$ cat config.mk
export PLATFORM = sky130hd
export DESIGN_NAME = sram_arbiter_flat
export DESIGN_NICKNAME = d
export VERILOG_FILES = /design/src/rtl/sram_arbiter_if.sv /design/src/rtl/sram_arbiter.sv /design/src/flat_wrapper.sv
export SDC_FILE = /design/constraint.sdc
export NUM_CORES = 1
export LEC_CHECK = 0
export BUFFER_PORTS_ARGS = -buffer_cell sky130_fd_sc_hd__clkbuf_2
export CAP_MARGIN = 15
export CORE_MARGIN = 5
export CORE_UTILIZATION = 46
export CTS_BUF_LIST = sky130_fd_sc_hd__clkbuf_16
export DETAILED_ROUTE_END_ITERATION = 12
export PLACE_DENSITY = 0.89
export SLEW_MARGIN = 40
export SYNTH_ARGS = -nofsm -noshare
export SYNTH_HDL_FRONTEND = slang
export SYNTH_SLANG_ARGS = --single-unit
$ cat constraint.sdc
create_clock -name clk200 -period 2.26 [get_ports clk200]
set_input_delay 0.113 -clock clk200 [delete_from_list [all_inputs] [get_ports clk200]]
set_output_delay 0.113 -clock clk200 [all_outputs]
set_load 0.05 [all_outputs]
$ cat src/rtl/sram_arbiter_if.sv
// Signal bundle between sram_arbiter, its two requesters and the SRAM pins.
// The arbiter takes the slave modport; requesters plus the SRAM device take master.
interface sram_arbiter_if;
  logic        cpu_req;
  logic        cpu_read;
  logic [17:0] cpu_address;
  logic        cpu_ub;
  logic        cpu_lb;
  logic [15:0] cpu_data_in;
  logic [15:0] cpu_data_out;
  logic        cpu_ack;
  logic        spi_req;
  logic        spi_ack;
  logic        spi_read_sram;
  logic [17:0] spi_address_sram;
  logic        spi_ub;
  logic [7:0]  spi_out_sram_in;
  logic [15:0] spi_in_sram_out;
  logic [17:0] sram_a;
  logic [15:0] sram_d_out;
  logic [15:0] sram_d_in;
  logic        sram_d_oe;
  logic        sram_oe_n;
  logic        sram_we_n;
  logic        sram_ub_n;
  logic        sram_lb_n;

  modport master (
    output cpu_req, cpu_read, cpu_address, cpu_ub, cpu_lb, cpu_data_in,
    output spi_req, spi_read_sram, spi_address_sram, spi_ub, spi_out_sram_in,
    output sram_d_in,
    input  cpu_data_out, cpu_ack, spi_ack, spi_in_sram_out,
    input  sram_a, sram_d_out, sram_d_oe, sram_oe_n, sram_we_n, sram_ub_n, sram_lb_n
  );

  modport slave (
    input  cpu_req, cpu_read, cpu_address, cpu_ub, cpu_lb, cpu_data_in,
    input  spi_req, spi_read_sram, spi_address_sram, spi_ub, spi_out_sram_in,
    input  sram_d_in,
    output cpu_data_out, cpu_ack, spi_ack, spi_in_sram_out,
    output sram_a, sram_d_out, sram_d_oe, sram_oe_n, sram_we_n, sram_ub_n, sram_lb_n
  );
endinterface

$ cat src/rtl/sram_arbiter.sv
// sram_arbiter: shares one 256K x 16 SRAM between the cpu and SPI requesters.
// Define ROUND_ROBIN_EN to alternate priority when both requesters are pending.
module sram_arbiter #(
  parameter int unsigned ACCESS_CYCLES = 11
) (
  input  logic          clk200,
  input  logic          reset_n,
  sram_arbiter_if.slave bus
);

  typedef enum logic [1:0] {
    ST_IDLE    = 2'd0,
    ST_ACCESS  = 2'd1,
    ST_RECOVER = 2'd2
  } state_t;

  localparam logic [4:0] CNT_LOAD = 5'(ACCESS_CYCLES - 32'd1);

  state_t      state_r, state_nx_s;
  logic [4:0]  cnt_r, cnt_nx_s;
  logic        is_read_r, is_read_nx_s;
  logic        is_cpu_r, is_cpu_nx_s;
  logic [17:0] sram_a_r, sram_a_nx_s;
  logic [15:0] sram_d_out_r, sram_d_out_nx_s;
  logic        sram_d_oe_r, sram_d_oe_nx_s;
  logic        sram_oe_n_r, sram_oe_n_nx_s;
  logic        sram_we_n_r, sram_we_n_nx_s;
  logic        sram_ub_n_r, sram_ub_n_nx_s;
  logic        sram_lb_n_r, sram_lb_n_nx_s;
  logic        cpu_ack_r, cpu_ack_nx_s;
  logic        spi_ack_r, spi_ack_nx_s;
  logic [15:0] cpu_dout_r, cpu_dout_nx_s;
  logic [15:0] spi_din_r, spi_din_nx_s;
  logic        idle_s, cpu_pend_s, spi_pend_s;
  logic        grant_cpu_s, grant_spi_s;
`ifdef ROUND_ROBIN_EN
  logic        last_cpu_r, last_cpu_nx_s;
`endif

  // Pending detection and winner selection, only meaningful in IDLE
  always_comb begin
    idle_s     = (state_r == ST_IDLE);
    cpu_pend_s = bus.cpu_req;
    spi_pend_s = (bus.spi_req != spi_ack_r);
`ifdef ROUND_ROBIN_EN
    if (cpu_pend_s && spi_pend_s) begin
      grant_cpu_s = idle_s && !last_cpu_r;
    end else begin
      grant_cpu_s = idle_s && cpu_pend_s;
    end
`else
    grant_cpu_s = idle_s && cpu_pend_s;
`endif
    grant_spi_s = idle_s && spi_pend_s && !grant_cpu_s;
  end

  // State register
  always_ff @(posedge clk200) begin
    if (!reset_n) begin
      state_r <= ST_IDLE;
    end else begin
      state_r <= state_nx_s;
    end
  end

  // Next-state logic
  always_comb begin
    state_nx_s = state_r;
    case (state_r)
      ST_IDLE: begin
        if (grant_cpu_s || grant_spi_s) begin
          state_nx_s = ST_ACCESS;
        end else begin
          state_nx_s = ST_IDLE;
        end
      end
      ST_ACCESS: begin
        if (cnt_r == 5'd0) begin
          state_nx_s = ST_RECOVER;
        end else begin
          state_nx_s = ST_ACCESS;
        end
      end
      ST_RECOVER: state_nx_s = ST_IDLE;
      default:    state_nx_s = ST_IDLE;
    endcase
  end

  // Next values of pin, handshake and datapath registers
  always_comb begin
    cnt_nx_s        = cnt_r;
    is_read_nx_s    = is_read_r;
    is_cpu_nx_s     = is_cpu_r;
    sram_a_nx_s     = sram_a_r;
    sram_d_out_nx_s = sram_d_out_r;
    sram_d_oe_nx_s  = sram_d_oe_r;
    sram_oe_n_nx_s  = sram_oe_n_r;
    sram_we_n_nx_s  = sram_we_n_r;
    sram_ub_n_nx_s  = sram_ub_n_r;
    sram_lb_n_nx_s  = sram_lb_n_r;
    cpu_ack_nx_s    = 1'b0;
    spi_ack_nx_s    = spi_ack_r;
    cpu_dout_nx_s   = cpu_dout_r;
    spi_din_nx_s    = spi_din_r;
`ifdef ROUND_ROBIN_EN
    if (grant_cpu_s) begin
      last_cpu_nx_s = 1'b1;
    end else if (grant_spi_s) begin
      last_cpu_nx_s = 1'b0;
    end else begin
      last_cpu_nx_s = last_cpu_r;
    end
`endif
    case (state_r)
      ST_IDLE: begin
        if (grant_cpu_s) begin
          cnt_nx_s        = CNT_LOAD;
          is_cpu_nx_s     = 1'b1;
          is_read_nx_s    = bus.cpu_read;
          sram_a_nx_s     = bus.cpu_address;
          sram_d_out_nx_s = bus.cpu_data_in;
          sram_ub_n_nx_s  = ~bus.cpu_ub;
          sram_lb_n_nx_s  = ~bus.cpu_lb;
          sram_oe_n_nx_s  = ~bus.cpu_read;
          sram_we_n_nx_s  = bus.cpu_read;
          sram_d_oe_nx_s  = ~bus.cpu_read;
        end else if (grant_spi_s) begin
          cnt_nx_s        = CNT_LOAD;
          is_cpu_nx_s     = 1'b0;
          is_read_nx_s    = bus.spi_read_sram;
          sram_a_nx_s     = bus.spi_address_sram;
          sram_d_out_nx_s = {bus.spi_out_sram_in, bus.spi_out_sram_in};
          sram_oe_n_nx_s  = ~bus.spi_read_sram;
          sram_we_n_nx_s  = bus.spi_read_sram;
          sram_d_oe_nx_s  = ~bus.spi_read_sram;
          // A read fetches the whole word; a write lands on one byte lane
          if (bus.spi_read_sram) begin
            sram_ub_n_nx_s = 1'b0;
            sram_lb_n_nx_s = 1'b0;
          end else begin
            sram_ub_n_nx_s = ~bus.spi_ub;
            sram_lb_n_nx_s = bus.spi_ub;
          end
        end else begin
          sram_d_oe_nx_s = 1'b0;
        end
      end
      ST_ACCESS: begin
        if (cnt_r == 5'd0) begin
          sram_oe_n_nx_s = 1'b1;
          sram_we_n_nx_s = 1'b1;
          sram_ub_n_nx_s = 1'b1;
          sram_lb_n_nx_s = 1'b1;
          if (is_cpu_r) begin
            cpu_ack_nx_s = 1'b1;
            if (is_read_r) begin
              cpu_dout_nx_s = bus.sram_d_in;
            end else begin
              cpu_dout_nx_s = cpu_dout_r;
            end
          end else begin
            spi_ack_nx_s = ~spi_ack_r;
            if (is_read_r) begin
              spi_din_nx_s = bus.sram_d_in;
            end else begin
              spi_din_nx_s = spi_din_r;
            end
          end
        end else begin
          cnt_nx_s = cnt_r - 5'd1;
        end
      end
      ST_RECOVER: begin
        // Write data was held through RECOVER; release the bus now
        sram_d_oe_nx_s = 1'b0;
      end
      default: begin
        sram_d_oe_nx_s = 1'b0;
        sram_oe_n_nx_s = 1'b1;
        sram_we_n_nx_s = 1'b1;
        sram_ub_n_nx_s = 1'b1;
        sram_lb_n_nx_s = 1'b1;
      end
    endcase
  end

  // Output and datapath registers
  always_ff @(posedge clk200) begin
    if (!reset_n) begin
      cnt_r        <= 5'd0;
      is_read_r    <= 1'b0;
      is_cpu_r     <= 1'b0;
      sram_a_r     <= 18'd0;
      sram_d_out_r <= 16'd0;
      sram_d_oe_r  <= 1'b0;
      sram_oe_n_r  <= 1'b1;
      sram_we_n_r  <= 1'b1;
      sram_ub_n_r  <= 1'b1;
      sram_lb_n_r  <= 1'b1;
      cpu_ack_r    <= 1'b0;
      spi_ack_r    <= 1'b0;
      cpu_dout_r   <= 16'd0;
      spi_din_r    <= 16'd0;
`ifdef ROUND_ROBIN_EN
      last_cpu_r   <= 1'b0;
`endif
    end else begin
      cnt_r        <= cnt_nx_s;
      is_read_r    <= is_read_nx_s;
      is_cpu_r     <= is_cpu_nx_s;
      sram_a_r     <= sram_a_nx_s;
      sram_d_out_r <= sram_d_out_nx_s;
      sram_d_oe_r  <= sram_d_oe_nx_s;
      sram_oe_n_r  <= sram_oe_n_nx_s;
      sram_we_n_r  <= sram_we_n_nx_s;
      sram_ub_n_r  <= sram_ub_n_nx_s;
      sram_lb_n_r  <= sram_lb_n_nx_s;
      cpu_ack_r    <= cpu_ack_nx_s;
      spi_ack_r    <= spi_ack_nx_s;
      cpu_dout_r   <= cpu_dout_nx_s;
      spi_din_r    <= spi_din_nx_s;
`ifdef ROUND_ROBIN_EN
      last_cpu_r   <= last_cpu_nx_s;
`endif
    end
  end

  assign bus.sram_a          = sram_a_r;
  assign bus.sram_d_out      = sram_d_out_r;
  assign bus.sram_d_oe       = sram_d_oe_r;
  assign bus.sram_oe_n       = sram_oe_n_r;
  assign bus.sram_we_n       = sram_we_n_r;
  assign bus.sram_ub_n       = sram_ub_n_r;
  assign bus.sram_lb_n       = sram_lb_n_r;
  assign bus.cpu_ack         = cpu_ack_r;
  assign bus.spi_ack         = spi_ack_r;
  assign bus.cpu_data_out    = cpu_dout_r;
  assign bus.spi_in_sram_out = spi_din_r;

endmodule
$ cat src/flat_wrapper.sv
// flat-port wrapper written by rule: the top's interface ports become plain ports
module sram_arbiter_flat 
#(
  parameter int unsigned ACCESS_CYCLES = 11
)
  (clk200, reset_n, bus_cpu_req, bus_cpu_read, bus_cpu_address, bus_cpu_ub, bus_cpu_lb, bus_cpu_data_in, bus_spi_req, bus_spi_read_sram, bus_spi_address_sram, bus_spi_ub, bus_spi_out_sram_in, bus_sram_d_in, bus_cpu_data_out, bus_cpu_ack, bus_spi_ack, bus_spi_in_sram_out, bus_sram_a, bus_sram_d_out, bus_sram_d_oe, bus_sram_oe_n, bus_sram_we_n, bus_sram_ub_n, bus_sram_lb_n);
  sram_arbiter_if bus_i ();
  input  logic clk200;
  input  logic reset_n;
  input wire logic [$bits(bus_i.cpu_req)-1:0] bus_cpu_req;
  input wire logic [$bits(bus_i.cpu_read)-1:0] bus_cpu_read;
  input wire logic [$bits(bus_i.cpu_address)-1:0] bus_cpu_address;
  input wire logic [$bits(bus_i.cpu_ub)-1:0] bus_cpu_ub;
  input wire logic [$bits(bus_i.cpu_lb)-1:0] bus_cpu_lb;
  input wire logic [$bits(bus_i.cpu_data_in)-1:0] bus_cpu_data_in;
  input wire logic [$bits(bus_i.spi_req)-1:0] bus_spi_req;
  input wire logic [$bits(bus_i.spi_read_sram)-1:0] bus_spi_read_sram;
  input wire logic [$bits(bus_i.spi_address_sram)-1:0] bus_spi_address_sram;
  input wire logic [$bits(bus_i.spi_ub)-1:0] bus_spi_ub;
  input wire logic [$bits(bus_i.spi_out_sram_in)-1:0] bus_spi_out_sram_in;
  input wire logic [$bits(bus_i.sram_d_in)-1:0] bus_sram_d_in;
  output wire logic [$bits(bus_i.cpu_data_out)-1:0] bus_cpu_data_out;
  output wire logic [$bits(bus_i.cpu_ack)-1:0] bus_cpu_ack;
  output wire logic [$bits(bus_i.spi_ack)-1:0] bus_spi_ack;
  output wire logic [$bits(bus_i.spi_in_sram_out)-1:0] bus_spi_in_sram_out;
  output wire logic [$bits(bus_i.sram_a)-1:0] bus_sram_a;
  output wire logic [$bits(bus_i.sram_d_out)-1:0] bus_sram_d_out;
  output wire logic [$bits(bus_i.sram_d_oe)-1:0] bus_sram_d_oe;
  output wire logic [$bits(bus_i.sram_oe_n)-1:0] bus_sram_oe_n;
  output wire logic [$bits(bus_i.sram_we_n)-1:0] bus_sram_we_n;
  output wire logic [$bits(bus_i.sram_ub_n)-1:0] bus_sram_ub_n;
  output wire logic [$bits(bus_i.sram_lb_n)-1:0] bus_sram_lb_n;
  assign bus_i.cpu_req = bus_cpu_req;
  assign bus_i.cpu_read = bus_cpu_read;
  assign bus_i.cpu_address = bus_cpu_address;
  assign bus_i.cpu_ub = bus_cpu_ub;
  assign bus_i.cpu_lb = bus_cpu_lb;
  assign bus_i.cpu_data_in = bus_cpu_data_in;
  assign bus_i.spi_req = bus_spi_req;
  assign bus_i.spi_read_sram = bus_spi_read_sram;
  assign bus_i.spi_address_sram = bus_spi_address_sram;
  assign bus_i.spi_ub = bus_spi_ub;
  assign bus_i.spi_out_sram_in = bus_spi_out_sram_in;
  assign bus_i.sram_d_in = bus_sram_d_in;
  assign bus_cpu_data_out = bus_i.cpu_data_out;
  assign bus_cpu_ack = bus_i.cpu_ack;
  assign bus_spi_ack = bus_i.spi_ack;
  assign bus_spi_in_sram_out = bus_i.spi_in_sram_out;
  assign bus_sram_a = bus_i.sram_a;
  assign bus_sram_d_out = bus_i.sram_d_out;
  assign bus_sram_d_oe = bus_i.sram_d_oe;
  assign bus_sram_oe_n = bus_i.sram_oe_n;
  assign bus_sram_we_n = bus_i.sram_we_n;
  assign bus_sram_ub_n = bus_i.sram_ub_n;
  assign bus_sram_lb_n = bus_i.sram_lb_n;
  sram_arbiter #(.ACCESS_CYCLES(ACCESS_CYCLES)) u_core (.clk200(clk200), .reset_n(reset_n), .bus(bus_i));
endmodule
==> results of run 1 <==
-- per-layer routing --
metal,global-route usage [%],routed length [µm],vias up
li1,-,-,1571
met1,21.50,3544,1417
met2,30.86,3859,149
met3,7.897,1065,6
met4,7.464,79,0
met5,0,0,-
-- power groups by stage --
stage	clock, W	combinational (W)	sequential, W
floorplan	0	0.00102	0.00287
global placement	0	0.00239	0.00197
detailed placement	0	0.00247	0.00199
CTS	0.00141	0.00247	0.00196
global route	0.00149	0.00263	0.00201
finish	0.00138	0.00246	0.00197
-- per-stage QoR --
step | setup slack [ps] | util [%] | area (µm²) | instances
2_1_floorplan | 489.7 | - | 3396 | 360
3_3_place_gp | 509.4 | 58.95 | 4253 | 590
3_5_place_dp | 416.7 | 58.95 | 4253 | 590
4_1_cts | 399.4 | 62.92 | 4539 | 606
5_1_grt | 290.7 | 62.92 | 4539 | 606
6_report | 376.8 | 62.92 | 4539 | 606
-- kinds of logic after synthesis --
group                      Yosys count  share of synthesized area [%]
buffers and inverters               36                          4.716
AOI/OAI and AO/OA                   82                          18.02
xor gates and xnor gates             2                         0.5159
adders and majority gates            1                         0.3684
DFF                                 82                          48.34
muxes                               36                          10.76
and+or+nand+nor                    121                          17.28
-- cell usage after synthesis, drive strengths merged, types with 2 or more instances --
master,instances
inv,3
nor4b,3
o211a,35
nand4,2
and2,3
nand4b,2
nor2b,5
o21ai,36
nand3,33
nor3,6
a21oi,3
mux2i,35
nor3b,2
o21a,3
nand2,56
clkbuf,17
buf,16
nor2,5
dfxtp,82
-- flip-flops by register name (all words and copies together) (netlist names) --
signal and count:
u_core.bus.cpu_ack 1, u_core.bus.cpu_data_out 16, u_core.bus.sram_we_n 1, u_core.bus.sram_a 18, u_core.bus.sram_oe_n 1, u_core.bus.sram_d_out 16, u_core.bus.sram_ub_n 1, u_core.is_cpu_r 1
u_core.state_r 2, u_core.bus.spi_in_sram_out 16, u_core.cnt_r 5, u_core.is_read_r 1, u_core.bus.spi_ack 1, u_core.bus.sram_lb_n 1, u_core.bus.sram_d_oe 1
-- worst max-delay path, cell delays in order (launching register included) --
cell     delay, ps
dfxtp_1        350
inv_1           70
ha_1           230
nor4b_4        160
nor2b_1        430
mux2_4         340
o211a_1        190
-- layout make-up --
class	count	area (µm²)
Inverter	3	11.26
Clock buffer	9	225.2
Timing Repair Buffer	164	875.8
Fill cell	608	2675
Clock inverter	7	61.31
Tap cell	99	123.9
Sequential cell	82	1642
Multi-Input combinational cell	242	1600
-- worst paths after layout --
check                                          start                                    endpoint  slack [ps]  cells after the start
max                     u_core.cnt_r[0]$_SDFFE_PN0P_                u_core.cnt_r[3]$_SDFFE_PN0P_         380                      6
min                                 bus_sram_d_in[6]  u_core.bus.spi_in_sram_out[6]$_SDFFE_PN0P_          40                      3
max reg2reg             u_core.cnt_r[0]$_SDFFE_PN0P_                u_core.cnt_r[3]$_SDFFE_PN0P_         380                      6
min reg2reg  u_core.bus.cpu_data_out[3]$_SDFFE_PN0P_     u_core.bus.cpu_data_out[3]$_SDFFE_PN0P_         470                      2
==> key figures, run 1 <==
Detailed routing
  – Drt initial violations: between 70 and 80
  – Average via count per standard cell: 5.186
  – WL per Instance: 14.11 µm
  – Final WL: 8549 µm
  – Remaining DRCs: 0
  – Total number of vias: about 3100
  – 1st-pass router iterations: 5
  – Final ANT Viol Nets: 0

Timing
  – Worst Skew: 6.464 ps
  – F_max: 0.5310 GHz
  – Period utilization: 83.33%
  – Worst Max-Slew Pin Slew: ~500 ps
  – Hold Fails Final Rpt: 0
  – Fin crit period: 1883 ps
  – Hold Slack: 42.23 ps
  – Fin Setup TNS: 0 ps
  – Max-slew headroom: 66.04%
  – RSZ-0062 raised after global routing: no
  – Final Max Slew Viols: 0
  – Final setup violation count: 0

Logic synthesis
  – Yosys warning count: 0
  – Share of the synthesized area in the top cell type: 48.34%
  – Leading area contributor after synthesis: dfxtp_1
  – Post-synth ARST share: 0%
  – Netlist cell types: 36
  – Post-synth EDFFs: 0
  – FF+latch count, synth: 82
  – Netlist Area Pre-Place: around 3400 µm²
  – Most used DFF post-synth: dfxtp_1
  – Top post-synthesis cells by area: dfxtp_1 48%, mux2i_1 10%, o211a_1 10%, nand2_1 6.2%, nand3_1 4.9%
  – Post-Syn Nets: ~450
  – Post-synthesis sequential area ratio: 48.34%
  – Syn Area/Cell: 9.433 µm²
  – Post-Synthesis Cells: between 300 and 400

Clock tree
  – CTS buffer count: 9
  – CTS Buffer Depth: 2
  – Htree depth: 3
  – Root Buffer: clkbuf_16
  – Clock Sinks: 82
  – Clock slew at reported path FFs: roughly 60 ps
  – # resized after CTS: 0
  – Cts hold-fix bufs: 0
  – CTS tree: done
  – Setup bufs post-CTS: 0
  – Worst-skew pair later-pin latency: 320 ps

Finish
  – Leading cell type in the layout, fill and taps excluded: clkbuf_2
  – Diodes inserted: 0
  – # nets final: 588
  – Layout overhead on the synthesized area: 33.68%
  – Share of cells above drive strength 1: a little over a third
  – Most frequent cells in the layout: 156 x clkbuf_2, 82 x dfxtp_1, 56 x nand2_1, 35 x mux2i_1, 35 x o211a_1

Global routing
  – Vias in the first global route: 3122
  – Total grt overflow: 0
  – First-pass GRT wire length: 13770 µm
  – Initial antenna violation count: 0
  – Pin count of the biggest net entering global routing: 74
  – Total GRT Usage: 18.75%

Die
  – Rows: 31
  – Die X: 95.92 µm
  – Die ar.: 9201 µm²
  – Initial Util: between 40 and 50%
  – Top Ports: around 160
  – Core Region: 7214 µm²
  – Die Y: 95.92 µm

Pwr
  – PD cells: 1277 nW/µm²
  – VDD IR max: 786.2 µV
  – Switch share: 42.07%
  – Share of power burned in registers: 33.9%
  – Switching Power: roughly 0.0024 W
  – Leakage: roughly 2.4 nW
  – Clock power share: 23.7%
  – Tot Pwr: about 0.0058 W
  – Internal Pwr Total: 0.003358 W
  – Gate power share: between 40 and 50%

Placement
  – # port buffers: 157
  – Sum of net half-perimeters after detailed placement: 6504 µm
  – GP Congestion: between 0.7 and 0.8

Critical path
  – CP endpoint kind: flip-flop
  – CP required: 2470 ps
  – CP Launch Type: flip-flop
  – Crit-path max FO: 7
  – Signal arrival time at the worst endpoint: 2100 ps
  – Worst setup path class: reg -> reg

Status
  – Status: finished, final reports clean

Run
  – Max cap viols: 0

Hold path
  – Worst min path class: in -> reg
No activity file was read; power rests on OpenSTA's default activity.
==> run 2: changes to the inputs <==
--- a/config.mk
+++ b/config.mk
@@ -5,13 +5,14 @@
 export SDC_FILE = /design/constraint.sdc
 export NUM_CORES = 1
 export LEC_CHECK = 0
+export ABC_AREA = 1
 export BUFFER_PORTS_ARGS = -buffer_cell sky130_fd_sc_hd__clkbuf_2
 export CAP_MARGIN = 15
 export CORE_MARGIN = 5
-export CORE_UTILIZATION = 46
+export CORE_UTILIZATION = 47
 export CTS_BUF_LIST = sky130_fd_sc_hd__clkbuf_16
 export DETAILED_ROUTE_END_ITERATION = 12
-export PLACE_DENSITY = 0.89
+export PLACE_DENSITY = 0.9
 export SLEW_MARGIN = 40
 export SYNTH_ARGS = -nofsm -noshare
 export SYNTH_HDL_FRONTEND = slang
==> constraint.sdc (replaced) <==
create_clock -name clk200 -period 1.8 [get_ports clk200]
set_input_delay 0.09 -clock clk200 [delete_from_list [all_inputs] [get_ports clk200]]
set_output_delay 0.09 -clock clk200 [all_outputs]
set_load 0.05 [all_outputs]
==> key figures, run 2 <==
Timing
  – Period utilization: around nine tenths
  – Worst Skew: about 4.2 ps
  – Hold Slack: 16.10 ps
  – Hold Fails Final Rpt: 0
  – Max-slew headroom: 56.91%
  – RSZ-0062 raised after global routing: no
  – F_max: 0.6055 GHz
  – Fin crit period: 1651 ps
  – Fin Setup TNS: 0 ps
  – Final Max Slew Viols: 0
  – Worst Max-Slew Pin Slew: 645.6 ps
  – Final setup violation count: 0

Logic synthesis
  – Yosys warning count: 0
  – Post-synthesis sequential area ratio: between 40% and 50%
  – Post-synth ARST share: 0%
  – Syn Area/Cell: 6.937 µm²
  – Synth cell count leaders: 120 x nand2_1, 114 x nor2_1, 82 x dfxtp_1, 49 x nand3_1, 43 x o21ai_0
  – FF+latch count, synth: between 80 and 90
  – Netlist cell types: 23
  – Post-Synthesis Cells: slightly above 500
  – Top post-synthesis cells by area: dfxtp_1 46%, nand2_1 13%, nor2_1 12%, nand3_1 6.9%, o21ai_0 6.1%
  – Post-synth EDFFs: 0
  – Most used DFF post-synth: dfxtp_1
  – Post-Syn Nets: 595
  – Netlist Area Pre-Place: about 3500 µm²
  – Leading area contributor after synthesis: dfxtp_1
  – Most common cell in the netlist: nand2_1
  – Share of the synthesized area in the top cell type: about 46%

Critical path
  – CP Launch Type: flip-flop
  – Crit-path max FO: 33
  – CP required: roughly 2000 ps
  – Worst setup path class: reg -> reg
  – CP endpoint kind: flip-flop
  – Signal arrival time at the worst endpoint: 1860 ps

Finish
  – Most frequent cells in the layout: 157 x clkbuf_2, 120 x nand2_1, 114 x nor2_1, 82 x dfxtp_1, 49 x nand3_1
  – Final core occ: 64.34%
  – Leading cell type in the layout, fill and taps excluded: clkbuf_2
  – Max reg flops: 18
  – Filler cells: between 600 and 700
  – Fin cells: 763
  – Layout overhead on the synthesized area: 32.88%
  – Share of cells above drive strength 1: 29.67%
  – Diodes inserted: 0
  – # nets final: 745

Die
  – Die ar.: 9346 µm²
  – Die X: 96.68 µm
  – Top Ports: roughly 160
  – Die Y: 96.68 µm
  – Core Region: 7292 µm²
  – Rows: 31
  – Initial Util: approximately half

Detailed routing
  – Final WL: 10170 µm
  – WL per Instance: 13.33 µm
  – 1st-pass router iterations: 5
  – Total number of vias: 3886
  – Final ANT Viol Nets: 0
  – Average via count per standard cell: 5.093
  – Remaining DRCs: 0
  – Drt initial violations: 199

Clock tree
  – Clock slew at reported path FFs: 60 ps
  – Root Buffer: clkbuf_16
  – Worst-skew pair later-pin latency: roughly 320 ps
  – Cts hold-fix bufs: 0
  – CTS tree: done
  – Setup bufs post-CTS: 0
  – Htree depth: 3
  – CTS buffer count: 9
  – CTS Buffer Depth: 2
  – # resized after CTS: 0
  – Clock Sinks: 82

Global routing
  – Met3 usage: 6.331%
  – Met2 Usage GRT: ~37%
  – Initial antenna violation count: 0
  – Total grt overflow: 0
  – Pin count of the biggest net entering global routing: 36
  – Vias in the first global route: 3939
  – Total GRT Usage: 21.71%
  – Met1 GRT Util: 25.53%
  – GRT busiest layer: met2
  – First-pass GRT wire length: 17240 µm

Run
  – Max cap viols: 0

Placement
  – Sum of net half-perimeters after detailed placement: between 8000 and 9000 µm
  – Post-Place Cells: between 700 and 800
  – # port buffers: 157
  – GP Congestion: 0.8655

Hold path
  – Worst min path class: in -> reg

Pwr
  – Tot Pwr: 0.006447 W
  – VDD IR max: 858.9 µV
  – Leakage: 2.374 nW
  – PD cells: approximately 1400 nW/µm²

Status
  – Status: finished, final reports clean
[run 2: cell types whose count changed after synthesis, sizes merged, moves of 19 or more]
cell / change
nor2: +114
nand2: +66
mux2i: -35
o211a: -35
a21oi: +19
o21ai: +19
[run 2: worst max-delay path: stages (launching register included)]
cell	delay (ps)
dfxtp_1	390
nor2_2	80
buf_4	150
nand3_1	160
nand2_1	120
inv_1	130
buf_12	190
nand2_1	130
nand2_1	100
nand3_1	70
[run 2: cell type report]
cell class	instances	area [µm²]	area share [%]
flip-flops and latches	82	1642	34.99
multi-input cells	375	1639	34.93
repair buffers	170	895.9	19.09
clock buffers	9	225.2	4.800
well taps	99	123.9	2.640
clock inverters	7	86.33	1.840
inverters	21	80.08	1.707
[run 2: path summary, 6_finish.rpt]
check	from	to	slack, ps	cells after the start
max reg2reg	u_core.state_r[0]$_SDFF_PN0_	u_core.bus.sram_we_n$_SDFFE_PN1P_	150	9
min	bus_sram_d_in[1]	u_core.bus.spi_in_sram_out[1]$_SDFFE_PN0P_	20	3
max	u_core.state_r[0]$_SDFF_PN0_	u_core.bus.sram_we_n$_SDFFE_PN1P_	150	9
min reg2reg	u_core.bus.spi_in_sram_out[0]$_SDFFE_PN0P_	u_core.bus.spi_in_sram_out[0]$_SDFFE_PN0P_	460	2
[run 2: stage by stage]
step | instance area (µm²) | setup WS [ps]
floorplan | 3531 | 263.2
global placement | 4380 | 298.8
detailed placement | 4380 | 173.0
CTS | 4692 | 166.2
global route | 4692 | 4.720
finish | 4692 | 148.6
[run 2: kinds of logic after synthesis]
logic type      Yosys count  share of synthesized area [%]
compound gates           78                          11.13
xor+xnor                  1                         0.2481
fa+ha+maj                 1                         0.3543
buf+inv                  52                          7.087
flops                    82                          46.49
simple gates            295                          34.69
[run 2: report_power, final]
group	switching, W	internal [W]	leakage, nW	total [W]
registers	0.000171	0.00208	0.673	0.00225
clock network	0.000760	0.00110	0.150	0.00186
logic	0.00171	0.000620	1.55	0.00233
[run 2: routing by layer]
metal | part of all wire, % | wire (µm) | vias up
li1 | - | - | 1936
met1 | 41 | 4191 | 1727
met2 | 47 | 4777 | 200
met3 | 9.2 | 938 | 23
met4 | 2.6 | 267 | 0
met5 | 0 | 0 | -
==> run 3: changes to the inputs <==
--- a/config.mk
+++ b/config.mk
@@ -13,6 +13,7 @@
 export CTS_BUF_LIST = sky130_fd_sc_hd__clkbuf_16
 export DETAILED_ROUTE_END_ITERATION = 12
 export PLACE_DENSITY = 0.9
+export RECOVER_POWER = 50
 export SLEW_MARGIN = 40
 export SYNTH_ARGS = -nofsm -noshare
 export SYNTH_HDL_FRONTEND = slang
==> key figures, run 3 (synthesis results as in run 2) <==
Status
  – Status: finished, final reports clean

Critical path
  – Cells along the critical path: nor2_2 -> buf_4 -> nand3_1 -> nand2_1 -> inv_1 -> buf_12 -> nand2_1 -> nand2_1 -> nand3_1
  – Critical Path Max Stage Delay: 390 ps
  – Crit-path max FO: 33
  – Origin of the worst setup path: u_core.state_r[0]$_SDFF_PN0_
  – CP max stage cell: dfxtp_1
  – CP required: 2000 ps
  – CP endpoint kind: flip-flop
  – Signal arrival time at the worst endpoint: 1870 ps
  – CP Launch Type: flip-flop
  – Worst setup path class: reg -> reg
  – Reg2Reg Launch Point: u_core.state_r[0]$_SDFF_PN0_
  – Top delay family on crit path: simple AND/OR/NAND/NOR gates
  – Most used cell, CP: nand2_1
  – Buf/Inv on CP: 3

Placement
  – # port buffers: 157
  – GP Congestion: 0.8655
  – Sum of net half-perimeters after detailed placement: 8016 µm
  – DP Worst Slack: ~170 ps

Timing
  – Hold Fails Final Rpt: 0
  – Worst Slack Setup Final: 138.3 ps
  – Max-slew headroom: approximately 56%
  – Fin crit period: approximately 1700 ps
  – RSZ-0062 raised after global routing: no
  – Final Max Slew Viols: 0
  – Period utilization: roughly 92%
  – F_max: 0.6018 GHz
  – Final setup violation count: 0
  – Worst Max-Slew Pin Slew: approximately 660 ps
  – Worst Skew: 5.405 ps
  – Fin Setup TNS: 0 ps

Die
  – Rows: 31
  – Die Y: 96.68 µm
  – Die X: 96.68 µm
  – Core Region: 7292 µm²
  – Die ar.: just over 9000 µm²
  – Top Ports: around 160
  – Initial Util: 48.42%

Clock tree
  – Cts hold-fix bufs: 0
  – Clock Sinks: between 80 and 90
  – CTS Buffer Depth: 2
  – Worst-skew pair later-pin latency: 320 ps
  – # resized after CTS: 0
  – Setup bufs post-CTS: 0
  – CTS tree: done
  – Root Buffer: clkbuf_16
  – Clock slew at reported path FFs: 60 ps
  – Htree depth: 3
  – CTS buffer count: 9

Hold path
  – Worst min path class: in -> reg
  – Min-Delay Startpoint: bus_sram_d_in[11]

Detailed routing
  – 1st-pass router iterations: 5
  – Final WL: 10180 µm
  – Average via count per standard cell: 5.106
  – Final ANT Viol Nets: 0
  – Remaining DRCs: 0
  – WL per Instance: 13.34 µm
  – Total number of vias: 3896
  – Drt initial violations: approximately 200

Global routing
  – Initial antenna violation count: 0
  – Total GRT Usage: roughly 22%
  – Pin count of the biggest net entering global routing: 36
  – Total grt overflow: 0
  – Vias in the first global route: 3939
  – First-pass GRT wire length: approximately 17000 µm

Run
  – Max cap viols: 0

Pwr
  – Leakage: 2.132 nW
  – PD cells: 1388 nW/µm²
  – VDD IR max: 843.3 µV
  – Tot Pwr: 0.006384 W

Finish
  – Filler cells: 692
  – Leading cell type in the layout, fill and taps excluded: nand2_1
  – # nets final: 745
  – Share of cells above drive strength 1: 18.67%
  – Max reg flops: 18
  – Diodes inserted: 0
  – Layout overhead on the synthesized area: 30.30%
  – Most frequent cells in the layout: 120 x nand2_1, 114 x nor2_1, 84 x clkbuf_2, 82 x dfxtp_1, 73 x clkbuf_1
  – Final core occ: 63.09%
-- run 3: where the power goes --
part | internal [W] | switching (W) | total [W] | leakage (nW)
Sequential | 0.00208 | 0.000168 | 0.00225 | 0.673
Combinational | 0.000565 | 0.00171 | 0.00227 | 1.31
Clock | 0.00110 | 0.000758 | 0.00186 | 0.150
-- run 3: tightest hold or removal path: cells and delay by family --
| family | cells | cell delay (ps) |
|---|---|---|
| buffers and inverters | 1 | 90 |
| AOI/OAI and AO/OA | 1 | 60 |
| and+or+nand+nor | 1 | 70 |
-- run 3: path summary, 6_finish.rpt --
| check | endpoint | slack, ps | depth (start not counted) |
|---|---|---|---|
| worst max-delay path | u_core.bus.sram_we_n$_SDFFE_PN1P_ | 140 | 9 |
| worst min-delay path | u_core.bus.cpu_data_out[11]$_SDFFE_PN0P_ | 20 | 3 |
| worst max register to register | u_core.bus.sram_we_n$_SDFFE_PN1P_ | 140 | 9 |
| worst min register to register | u_core.bus.sram_d_oe$_SDFFE_PN0N_ | 470 | 2 |
-- run 3: metrics by stage --
stage	std cells	hold slack [ps]	area [µm²]
floorplan	509	237.1	3531
global placement	747	347.6	4380
detailed placement	747	353.7	4380
CTS	763	4.138	4692
global route	763	17.34	4601
finish	763	20.13	4601
-- run 3: final cells by class --
class / instances / area, µm² / area share (%)
flip-flops and latches: 82 / 1642 / 35.68
inverters: 21 / 80.08 / 1.741
clock inverters: 7 / 86.33 / 1.877
multi-input cells: 375 / 1639 / 35.63
clock buffers: 9 / 225.2 / 4.895
well taps: 99 / 123.9 / 2.692
repair buffers: 170 / 804.5 / 17.49
-- run 3: per-layer routing --
metal	GRT usage, %	wire [µm]	up-vias	part of all wire, %
met4	9.179	238	0	2.3
met3	6.331	956	20	9.4
met1	25.53	4162	1728	41
met5	0	0	-	0
li1	-	-	1936	-
met2	36.78	4823	212	47
